### src/rtl/muldiv_sequencer.sv
// ----------------------------------------------------------------------------
// muldiv_sequencer: multi-cycle RV32M multiply/divide unit (radix-2 shift-add
// multiplier, restoring divider) with sign fix-up. Revision: 1.0
// ----------------------------------------------------------------------------
`default_nettype none

module muldiv_sequencer #(
  parameter int WIDTH = 32
) (
  input  logic             clk,
  input  logic             rst_n,
  input  logic             start,
  input  logic [4:0]       aluop,
  input  logic [WIDTH-1:0] op1,
  input  logic [WIDTH-1:0] op2,
  input  logic             flush,
  output logic             busy,
  output logic             done,
  output logic [WIDTH-1:0] result
);

  localparam int CW = (WIDTH > 1) ? $clog2(WIDTH) : 1;
  localparam logic [CW-1:0]    c_last  = CW'(WIDTH - 1);
  localparam logic [WIDTH-1:0] c_min   = {1'b1, {(WIDTH-1){1'b0}}};
  localparam logic [4:0] c_op_mul    = 5'b01001;
  localparam logic [4:0] c_op_mulh   = 5'b01010;
  localparam logic [4:0] c_op_mulhu  = 5'b01011;
  localparam logic [4:0] c_op_mulhsu = 5'b01100;
  localparam logic [4:0] c_op_div    = 5'b01101;
  localparam logic [4:0] c_op_divu   = 5'b01110;
  localparam logic [4:0] c_op_rem    = 5'b01111;
  localparam logic [4:0] c_op_remu   = 5'b10000;

  typedef enum logic [1:0] {S_IDLE, S_CALC, S_FIX, S_DONE} state_t;

  state_t r_state, w_next;

  logic [CW-1:0]    r_cnt;
  logic [WIDTH-1:0] r_hi, r_lo, r_b;
  logic             r_div, r_want_hi, r_want_rem, r_special, r_neg_q, r_neg_r;

  logic             w_is_m, w_div, w_sign_a, w_sign_b, w_want_hi, w_want_rem;
  logic             w_neg_a, w_neg_b, w_special, w_accept;
  logic [WIDTH-1:0] w_mag_a, w_mag_b, w_special_val, w_fix_result;
  logic [WIDTH:0]   w_sum, w_trial;
  logic [2*WIDTH-1:0] w_prod;

  always_comb begin
    w_is_m     = 1'b0;
    w_div      = 1'b0;
    w_sign_a   = 1'b0;
    w_sign_b   = 1'b0;
    w_want_hi  = 1'b0;
    w_want_rem = 1'b0;
    case (aluop)
      c_op_mul:    w_is_m = 1'b1;
      c_op_mulh:   begin w_is_m = 1'b1; w_sign_a = 1'b1; w_sign_b = 1'b1; w_want_hi = 1'b1; end
      c_op_mulhsu: begin w_is_m = 1'b1; w_sign_a = 1'b1; w_want_hi = 1'b1; end
      c_op_mulhu:  begin w_is_m = 1'b1; w_want_hi = 1'b1; end
      c_op_div:    begin w_is_m = 1'b1; w_div = 1'b1; w_sign_a = 1'b1; w_sign_b = 1'b1; end
      c_op_divu:   begin w_is_m = 1'b1; w_div = 1'b1; end
      c_op_rem:    begin w_is_m = 1'b1; w_div = 1'b1; w_sign_a = 1'b1; w_sign_b = 1'b1;
                         w_want_rem = 1'b1; end
      c_op_remu:   begin w_is_m = 1'b1; w_div = 1'b1; w_want_rem = 1'b1; end
      default: ;
    endcase
  end

  assign w_neg_a = w_sign_a & op1[WIDTH-1];
  assign w_neg_b = w_sign_b & op2[WIDTH-1];
  assign w_mag_a = w_neg_a ? -op1 : op1;
  assign w_mag_b = w_neg_b ? -op2 : op2;

  // Divide-by-zero and signed overflow bypass iteration; the answer is known now.
  always_comb begin
    w_special     = 1'b0;
    w_special_val = '0;
    if (w_div && (op2 == '0)) begin
      w_special     = 1'b1;
      w_special_val = w_want_rem ? op1 : '1;
    end else if (w_div && w_sign_a && (op1 == c_min) && (op2 == '1)) begin
      w_special     = 1'b1;
      w_special_val = w_want_rem ? '0 : c_min;
    end
  end

  assign w_accept = ((r_state == S_IDLE) || (r_state == S_DONE)) && start && w_is_m && !flush;

  always_ff @(posedge clk or negedge rst_n) begin
    if (!rst_n) r_state <= S_IDLE;
    else        r_state <= w_next;
  end

  always_comb begin
    w_next = r_state;
    case (r_state)
      S_IDLE, S_DONE: begin
        if (w_accept) w_next = w_special ? S_FIX : S_CALC;
        else          w_next = S_IDLE;
      end
      S_CALC: begin
        if (flush)                w_next = S_IDLE;
        else if (r_cnt == c_last) w_next = S_FIX;
      end
      S_FIX:   w_next = flush ? S_IDLE : S_DONE;
      default: w_next = S_IDLE;
    endcase
  end

  // r_hi/r_lo form the product (high/low) or remainder/quotient-shift pair.
  assign w_sum   = {1'b0, r_hi} + (r_lo[0] ? {1'b0, r_b} : '0);
  assign w_trial = {r_hi, r_lo[WIDTH-1]} - {1'b0, r_b};
  assign w_prod  = r_neg_q ? -{r_hi, r_lo} : {r_hi, r_lo};

  always_comb begin
    if (r_special)       w_fix_result = r_lo;
    else if (!r_div)     w_fix_result = r_want_hi ? w_prod[2*WIDTH-1:WIDTH] : w_prod[WIDTH-1:0];
    else if (r_want_rem) w_fix_result = r_neg_r ? -r_hi : r_hi;
    else                 w_fix_result = r_neg_q ? -r_lo : r_lo;
  end

  always_ff @(posedge clk or negedge rst_n) begin
    if (!rst_n) begin
      r_cnt      <= '0;
      r_hi       <= '0;
      r_lo       <= '0;
      r_b        <= '0;
      r_div      <= 1'b0;
      r_want_hi  <= 1'b0;
      r_want_rem <= 1'b0;
      r_special  <= 1'b0;
      r_neg_q    <= 1'b0;
      r_neg_r    <= 1'b0;
      result     <= '0;
    end else begin
      if (w_accept) begin
        r_cnt      <= '0;
        r_div      <= w_div;
        r_want_hi  <= w_want_hi;
        r_want_rem <= w_want_rem;
        r_special  <= w_special;
        r_neg_q    <= w_neg_a ^ w_neg_b;
        r_neg_r    <= w_neg_a;
        r_hi       <= '0;
        if (w_special) begin
          r_lo <= w_special_val;
          r_b  <= '0;
        end else if (w_div) begin
          r_lo <= w_mag_a;
          r_b  <= w_mag_b;
        end else begin
          r_lo <= w_mag_b;
          r_b  <= w_mag_a;
        end
      end else if ((r_state == S_CALC) && !flush) begin
        r_cnt <= r_cnt + 1'b1;
        if (r_div) begin
          if (!w_trial[WIDTH]) begin
            r_hi <= w_trial[WIDTH-1:0];
            r_lo <= {r_lo[WIDTH-2:0], 1'b1};
          end else begin
            r_hi <= {r_hi[WIDTH-2:0], r_lo[WIDTH-1]};
            r_lo <= {r_lo[WIDTH-2:0], 1'b0};
          end
        end else begin
          {r_hi, r_lo} <= {w_sum, r_lo[WIDTH-1:1]};
        end
      end
      if ((r_state == S_FIX) && !flush) result <= w_fix_result;
    end
  end

  assign busy = (r_state == S_CALC) || (r_state == S_FIX);
  assign done = (r_state == S_DONE);

endmodule

`default_nettype wire

### config.mk
export PLATFORM = sky130hd
export DESIGN_NAME = muldiv_sequencer
export DESIGN_NICKNAME = d
export VERILOG_FILES = /design/src/rtl/muldiv_sequencer.sv
export SDC_FILE = /design/constraint.sdc
export NUM_CORES = 1
export LEC_CHECK = 0
export CAP_MARGIN = 20
export CORE_MARGIN = 3
export CORE_UTILIZATION = 46
export CTS_CLUSTER_DIAMETER = 150
export CTS_CLUSTER_SIZE = 12
export DETAILED_ROUTE_END_ITERATION = 10
export DONT_BUFFER_PORTS = 1
export SETUP_SLACK_MARGIN = 0.4
export SYNTH_ARGS = -nofsm -noshare
export SYNTH_HDL_FRONTEND = slang
export SYNTH_SLANG_ARGS = --single-unit
### constraint.sdc
create_clock -name clk -period 5.1 [get_ports clk]
set_input_delay 1.02 -clock clk [delete_from_list [all_inputs] [get_ports clk]]
set_output_delay 1.02 -clock clk [all_outputs]
set_load 0.05 [all_outputs]
==> metrics.md, run 1 <==
| Metric | Value |
|---|---|
| Clock latency on the worst-skew pair | ~450 ps |
| Metal2 WL | 29.7 mm |
| Fin cells | about 2.5k |
| Crit path arrival time | between 4000 and 5000 ps |
| Top Metal Used | met5 |
| Mean number of vias per cell | approximately 6.7 |
| # nets final | ~2.2k |
| Site row count | between 60 and 70 |
| Final Wtd Congestion | between 1 and 1.5 |
| Synthesized flop and latch total | between 100 and 150 |
| Final setup fails | 0 |
| Vias in the first global route | roughly 16k |
| RSZ-0062 raised after global routing | no |
| CTS root buf | clkbuf_16 |
| CTS clk-pin slew, worst paths | 70 ps |
| Power Density | about 640 nW/um2 |
| Syn_nets | between 2k and 2.5k |
| Post-synthesis sequential area ratio | 0.219 |
| Tot Pwr | roughly 11 mW |
| Pin count of the biggest net entering global routing | roughly 140 |
| Post-CTS Hold Buffers | 0 |
| DP Cell Count | between 2k and 2.5k |
| Worst Setup End Kind | flop |
| Switching Power | roughly 5.9 mW |
| Slew Limit Fails | 0 |
| Cells after synthesis | 2157 |
| Die W | 193 um |
| Internal power | 4.75 mW |
| Area delta synth->final | 4.65% |
| Clock power frac | 0.122 |
| Max Clock Freq | between 0.2 and 0.25 GHz |
| Worst setup SP type | flop |
| Initial DRC Count | about 1.7k |
| Clock sink total | roughly 140 |
| Kind of critical path | flop to flop |
| Resize count post-CTS | 0 |
| Yosys Warn Count | 0 |
| FFs w/ async S/R, synth | 1.00 |
| Crit Path Max Fanout | 21 |
| Sequential power share | 0.280 |
| Vias | about 17k |
| First-pass GRT wire length | 97.9 mm |
| VDD IR max | 0.000335 V |
| Die footprint | about 37000 um2 |
| Avg Inst Size Synth | roughly 7.5 um2 |
| Wire length per cell after detailed routing | roughly 26 um |
| Detailed Routing Iterations Pass 1 | 6 |
| Rel. slew slack | 0.279 |
| Setup TNS | 0 ps |
| Worst slew pin tran | between 1000 and 1500 ps |
| # DRC | 0 |
| Antenna violations before repair | 1 |
| Max_cap viols | 0 |
| Combinational Power Share | 0.598 |
| Netlist Area Pre-Place | roughly 16000 um2 |
| Minimum clock period | around 4400 ps |
| Met3 WL post-DR | ~5.5 mm |
| Drt total wl | 65.6 mm |
| Leak pwr | ~6.7 nW |
| Post-route ant nets | 0 |
| Final-report hold violation count | 0 |
| Port bufs | 0 |
| Layout Utilization | 0.495 |
| Period utilization | 0.854 |
| # IOs | roughly 110 |
| Switching share of power | 0.556 |
| H-Tree Depth | 4 |
| Ratio of cells with drive above 1 in the final layout | 0.0660 |
| Critical Path RT | 5410 ps |
| Max clock buf depth | 2 |
| Antenna cells | 0 |
| TritonCTS clock tree | done |
| Total core area | roughly 34000 um2 |
| HPWL after detailed placement | between 40 and 50 mm |
| TritonCTS buffer count | 17 |
| Die Y | roughly 190 um |
| Post-CTS Setup Inserts | 0 |
| Synth Flop Type | dfrtp_1 |
| Met1 wire length | around 27 mm |
| Overflow after GRT | 0 |
| Status | finished, final reports clean |
| Initial Util | 0.473 |
| Post-synth EDFFs | 0 |
| Setup Skew | around 9.5 ps |
| GR Util All Layers | 0.350 |
| Hold Crit Class | input pin to asynchronous set/reset pin |
| Netlist cell types | 92 |
Yosys cell counts, types with 33 or more instances:
master    number  area, um2
nand3_1       41        205
a21oi_1      184        921
xor2_1        72        631
o31ai_1       35        263
o21ai_0      217       1090
nand2_1      217        815
dfrtp_1      141       3530
xnor2_1      111        972
clkbuf_1     131        492
mux2i_1       62        621
o211ai_1      62        465
ha_1          74        926
a31oi_1       33        206
nor3_1        35        175
nor2_1       177        664
inv_1         68        255
layout make-up:
cell class,count,area (um2)
tap,448,561
clock inverter,13,154
multi-input combinational,1778,11600
inverter,68,255
clock buffer,19,433
fill,3435,17100
sequential,141,3530
timing repair buffer,43,323
path summary, 6_finish.rpt:
path | cells after the start | end | start | slack (ps)
max | 12 | r_hi[30] | r_lo[0] | 750
min | 0 | r_hi[25] | rst_n | 270
min reg2reg | 2 | r_b[9] | r_b[9] | 480
max reg2reg | 12 | r_hi[30] | r_lo[0] | 750
max in group asynchronous | 0 | r_want_rem | rst_n | 4530
min in group clk | 2 | r_b[9] | r_b[9] | 480
cell families after synthesis:
kind of cell / after synthesis / synth area share
mux: 66 / 0.0414
simple gates: 701 / 0.221
compound gates: 752 / 0.295
buf+inv: 238 / 0.0641
flops: 141 / 0.219
fa+ha+maj: 76 / 0.0601
xor+xnor: 183 / 0.0997
critical path: stages, from the launching register on:
cell and delay (ps):
dfrtp_1 440, inv_1 640, nor2_1 140, ha_1 380, a2111oi_0 380, o21ai_0 270
a221oi_1 580, o31ai_1 200, a41oi_1 430, o31ai_1 170, a311oi_1 320, xor2_1 170
o211ai_1 90
placed cells by master (no fill, tap or decap), types with 41 or more instances in the layout:
| master | synthesis | final |
|---|---|---|
| nand3_1 | 41 | 41 |
| mux2i_1 | 62 | 62 |
| o21ai_0 | 217 | 217 |
| xnor2_1 | 111 | 111 |
| dfrtp_1 | 141 | 140 |
| xor2_1 | 72 | 72 |
| a21oi_1 | 184 | 184 |
| o211ai_1 | 62 | 62 |
| inv_1 | 68 | 68 |
| nand2_1 | 217 | 217 |
| nor2_1 | 177 | 176 |
| buf_4 | 5 | 43 |
| ha_1 | 74 | 74 |
per-layer routing:
layer,up-vias,track usage
met3,176,0.0660
met4,2,0.177
li1,7705,-
met1,7996,0.450
met5,-,0
met2,848,0.564
flip-flops by register name, indices dropped and copies added (netlist names):
name	cells
r_neg_q	1
r_want_hi	1
r_special	1
r_cnt	5
r_want_rem	1
r_neg_r	1
r_lo	32
r_hi	32
result	32
r_div	1
r_state	2
r_b	32
power groups by stage:
stage	Sequential (mW)	Combinational [mW]	Clock [mW]
3_5_place_dp	2.96	6.23	0
4_1_cts	2.94	6.27	1.32
3_3_place_gp	2.96	6.21	0
2_1_floorplan	2.33	5.02	0
5_1_grt	3.03	6.97	1.37
6_report	2.99	6.40	1.30
stage by stage:
step,hold slack (ps),area (um2),setup slack [ps]
6_report,270,16800,746
5_1_grt,258,16800,429
4_1_cts,255,16800,830
3_5_place_dp,473,16200,823
3_3_place_gp,464,16200,899
2_1_floorplan,450,16100,1620
Note: power is estimated with default switching activity, not from simulation.
==> run 2, diff against run 1 <==
--- a/config.mk
+++ b/config.mk
@@ -12,6 +12,7 @@
 export CTS_CLUSTER_SIZE = 12
 export DETAILED_ROUTE_END_ITERATION = 10
 export DONT_BUFFER_PORTS = 1
+export PLACE_DENSITY = 0.71
 export SETUP_SLACK_MARGIN = 0.4
 export SYNTH_ARGS = -nofsm -noshare
 export SYNTH_HDL_FRONTEND = slang
==> run 2 against run 1 <==
  * Register-to-register slack improved by 140 ps
  * First-iteration DRC count up 15%
  * Critical path depth stayed put
  * Combinational power is essentially flat
  * Non-clock buffer count down 1
  * Largest cell class unchanged
==> metrics.md, run 2 (same netlist as run 1, synthesis figures left out) <==
| Metric | Value |
|---|---|
| Final setup fails | 0 (unchanged) |
| Post-DP Area | 16200 um2 (about the same) |
| Worst R2R Path Depth | 12 (unchanged) |
| Crit Path Max Fanout | 13 (-38%) |
| Drt total wl | 63.5 mm (-3.2%) |
| Ratio of cells with drive above 1 in the final layout | 0.0670 (+0.00100) |
| H-Tree Depth | 4 (unchanged) |
| Fin area | 16900 um2 (+0.28%) |
| VDD IR max | 0.000279 V (-17%) |
| Clock power frac | 0.124 (+0.002) |
| CTS root buf | clkbuf_16 |
| First-pass GRT wire length | 95.7 mm (-2.2%) |
| Switching share of power | 0.562 (+0.00563) |
| Initial DRC Count | 1982 (+15%) |
| Worst slew pin tran | 1100 ps (+29.9 ps) |
| # nets final | 2197 (-0.045%) |
| Post-route ant nets | 0 (unchanged) |
| Total core area | 34000 um2 (unchanged) |
| Worst Setup End Kind | flop |
| Max_cap viols | 0 (unchanged) |
| Commonest non-fill, non-tap cells in the layout | nand2_1 (217), o21ai_0 (217), a21oi_1 (184), nor2_1 (176), dfrtp_1 (140) |
| Sequential power share | 0.278 (-0.002) |
| Mean number of vias per cell | 6.76 (+1.4%) |
| Layout Utilization | 0.497 (+0.00140) |
| Die W | 193 um (unchanged) |
| Max clock buf depth | 2 (unchanged) |
| Slew Limit Fails | 0 (unchanged) |
| Setup TNS | 0 ps (unchanged) |
| Antenna cells | 0 (unchanged) |
| Detailed Routing Iterations Pass 1 | 8 (+2) |
| Wire length per cell after detailed routing | 25.3 um (-3.2%) |
| Pin count of the biggest net entering global routing | 142 (unchanged) |
| Max Clock Freq | 0.237 GHz (+3.2%) |
| Critical Path RT | 5450 ps (+40 ps) |
| Site row count | 67 (unchanged) |
| Area delta synth->final | 4.94% |
| Slowest stage delay, CP | 580 ps (-60 ps) |
| Kind of critical path | flop to flop |
| Die Y | 193 um (unchanged) |
| Clock latency on the worst-skew pair | 440 ps (about the same) |
| Period utilization | 0.827 (-0.0265) |
| Antenna violations before repair | 0 (-1) |
| Initial Util | 0.473 (unchanged) |
| Worst setup SP type | flop |
| Die footprint | 37200 um2 (unchanged) |
| Minimum clock period | 4220 ps (-135 ps) |
| TritonCTS clock tree | done |
| Switching Power | 6.00 mW (+0.86%) |
| Resize count post-CTS | 0 (unchanged) |
| Setup Skew | 20.3 ps (+10.8 ps) |
| Rel. slew slack | 0.264 (-0.0152) |
| Post-CTS Setup Inserts | 0 (unchanged) |
| Power Density | 633 nW/um2 (-0.43%) |
| Cells along the critical path | inv_1 > ha_1 > fa_1 > nor2b_1 > o31ai_2 > a21oi_1 > o211a_1 > nor3b_1 > o21ai_1 > nand2_1 > o311a_1 > o21ai_0 |
| Crit path max-delay family | compound AO/OA/AOI/OAI gates |
| Internal power | 4.68 mW (-1.4%) |
| Port bufs | 0 (unchanged) |
| Vias | 17.0k (+1.4%) |
| RSZ-0062 raised after global routing | no |
| Vias in the first global route | 16.2k (+1.1%) |
| Hold Crit Class | input pin to asynchronous set/reset pin |
| Post-CTS Hold Buffers | 0 (unchanged) |
| Clock sink total | 141 (unchanged) |
| Status | finished, final reports clean |
| TritonCTS buffer count | 17 (unchanged) |
| Crit path arrival time | 4570 ps (-100 ps) |
| Slowest CP cell | nand2_1 |
| Leak pwr | 6.68 nW (+0.27%) |
| Overflow after GRT | 0 (unchanged) |
| # IOs | 107 (unchanged) |
| CTS clk-pin slew, worst paths | 80 ps (about the same) |
| CP bufs+invs | 1 (unchanged) |
| WP depth | 12 (unchanged) |
| Final Wtd Congestion | 1.03 (+2.5%) |
| GR Util All Layers | 0.337 (-0.0135) |
| # DRC | 0 (unchanged) |
| Final-report hold violation count | 0 (unchanged) |
| HPWL after detailed placement | 48.1 mm (-3.8%) |
| Combinational Power Share | 0.598 (about the same) |
==> run 2: cell count changes in the layout (fill, tap and decap cells not counted), sizes merged <==
cell / change
buf: -1
inv: -2
clkinv: +8
clkbuf: -2
bufinv: -2
clkinvlp: -2
==> run 2: final timing paths <==
check | from | endpoint | slack, ps
max | r_lo[31] | r_hi[8] | 880
min | rst_n | r_hi[21] | 280
max reg2reg | r_lo[31] | r_hi[8] | 880
min reg2reg | r_b[5] | r_b[5] | 480
max in group asynchronous | rst_n | r_div | 4500
min in group clk | r_b[5] | r_b[5] | 480
==> run 2: per-stage QoR <==
step	setup slack (ps)	hold slack (ps)	cells	power (mW)
final	882	277	2509	10.7
after global routing	445	261	2509	11.3
after CTS	972	272	2508	10.4
after detailed placement	967	481	2476	9.09
after global placement	971	465	2476	9.02
after floorplan	1620	450	2157	7.35
==> run 2: power by group through the flow <==
stage	registers [mW]	clock network, mW	logic [mW]
floorplan	2.33	0	5.02
global placement	2.91	0	6.10
detailed placement	2.93	0	6.16
CTS	2.91	1.34	6.20
global route	2.99	1.38	6.96
finish	2.96	1.33	6.38
==> run 2: metal layers <==
layer,wire [um],GRT usage
met4,4050,0.190
met1,25100,0.432
met5,0,0
met2,27800,0.520
met3,6570,0.0819
==> run 2: area by class of cell <==
class	count	area (um2)
fillers	3393	17100
multi-input cells	1778	11600
flip-flops and latches	141	3530
well taps	448	561
clock buffers	17	425
repair buffers	42	335
inverters	68	259
clock inverters	15	193
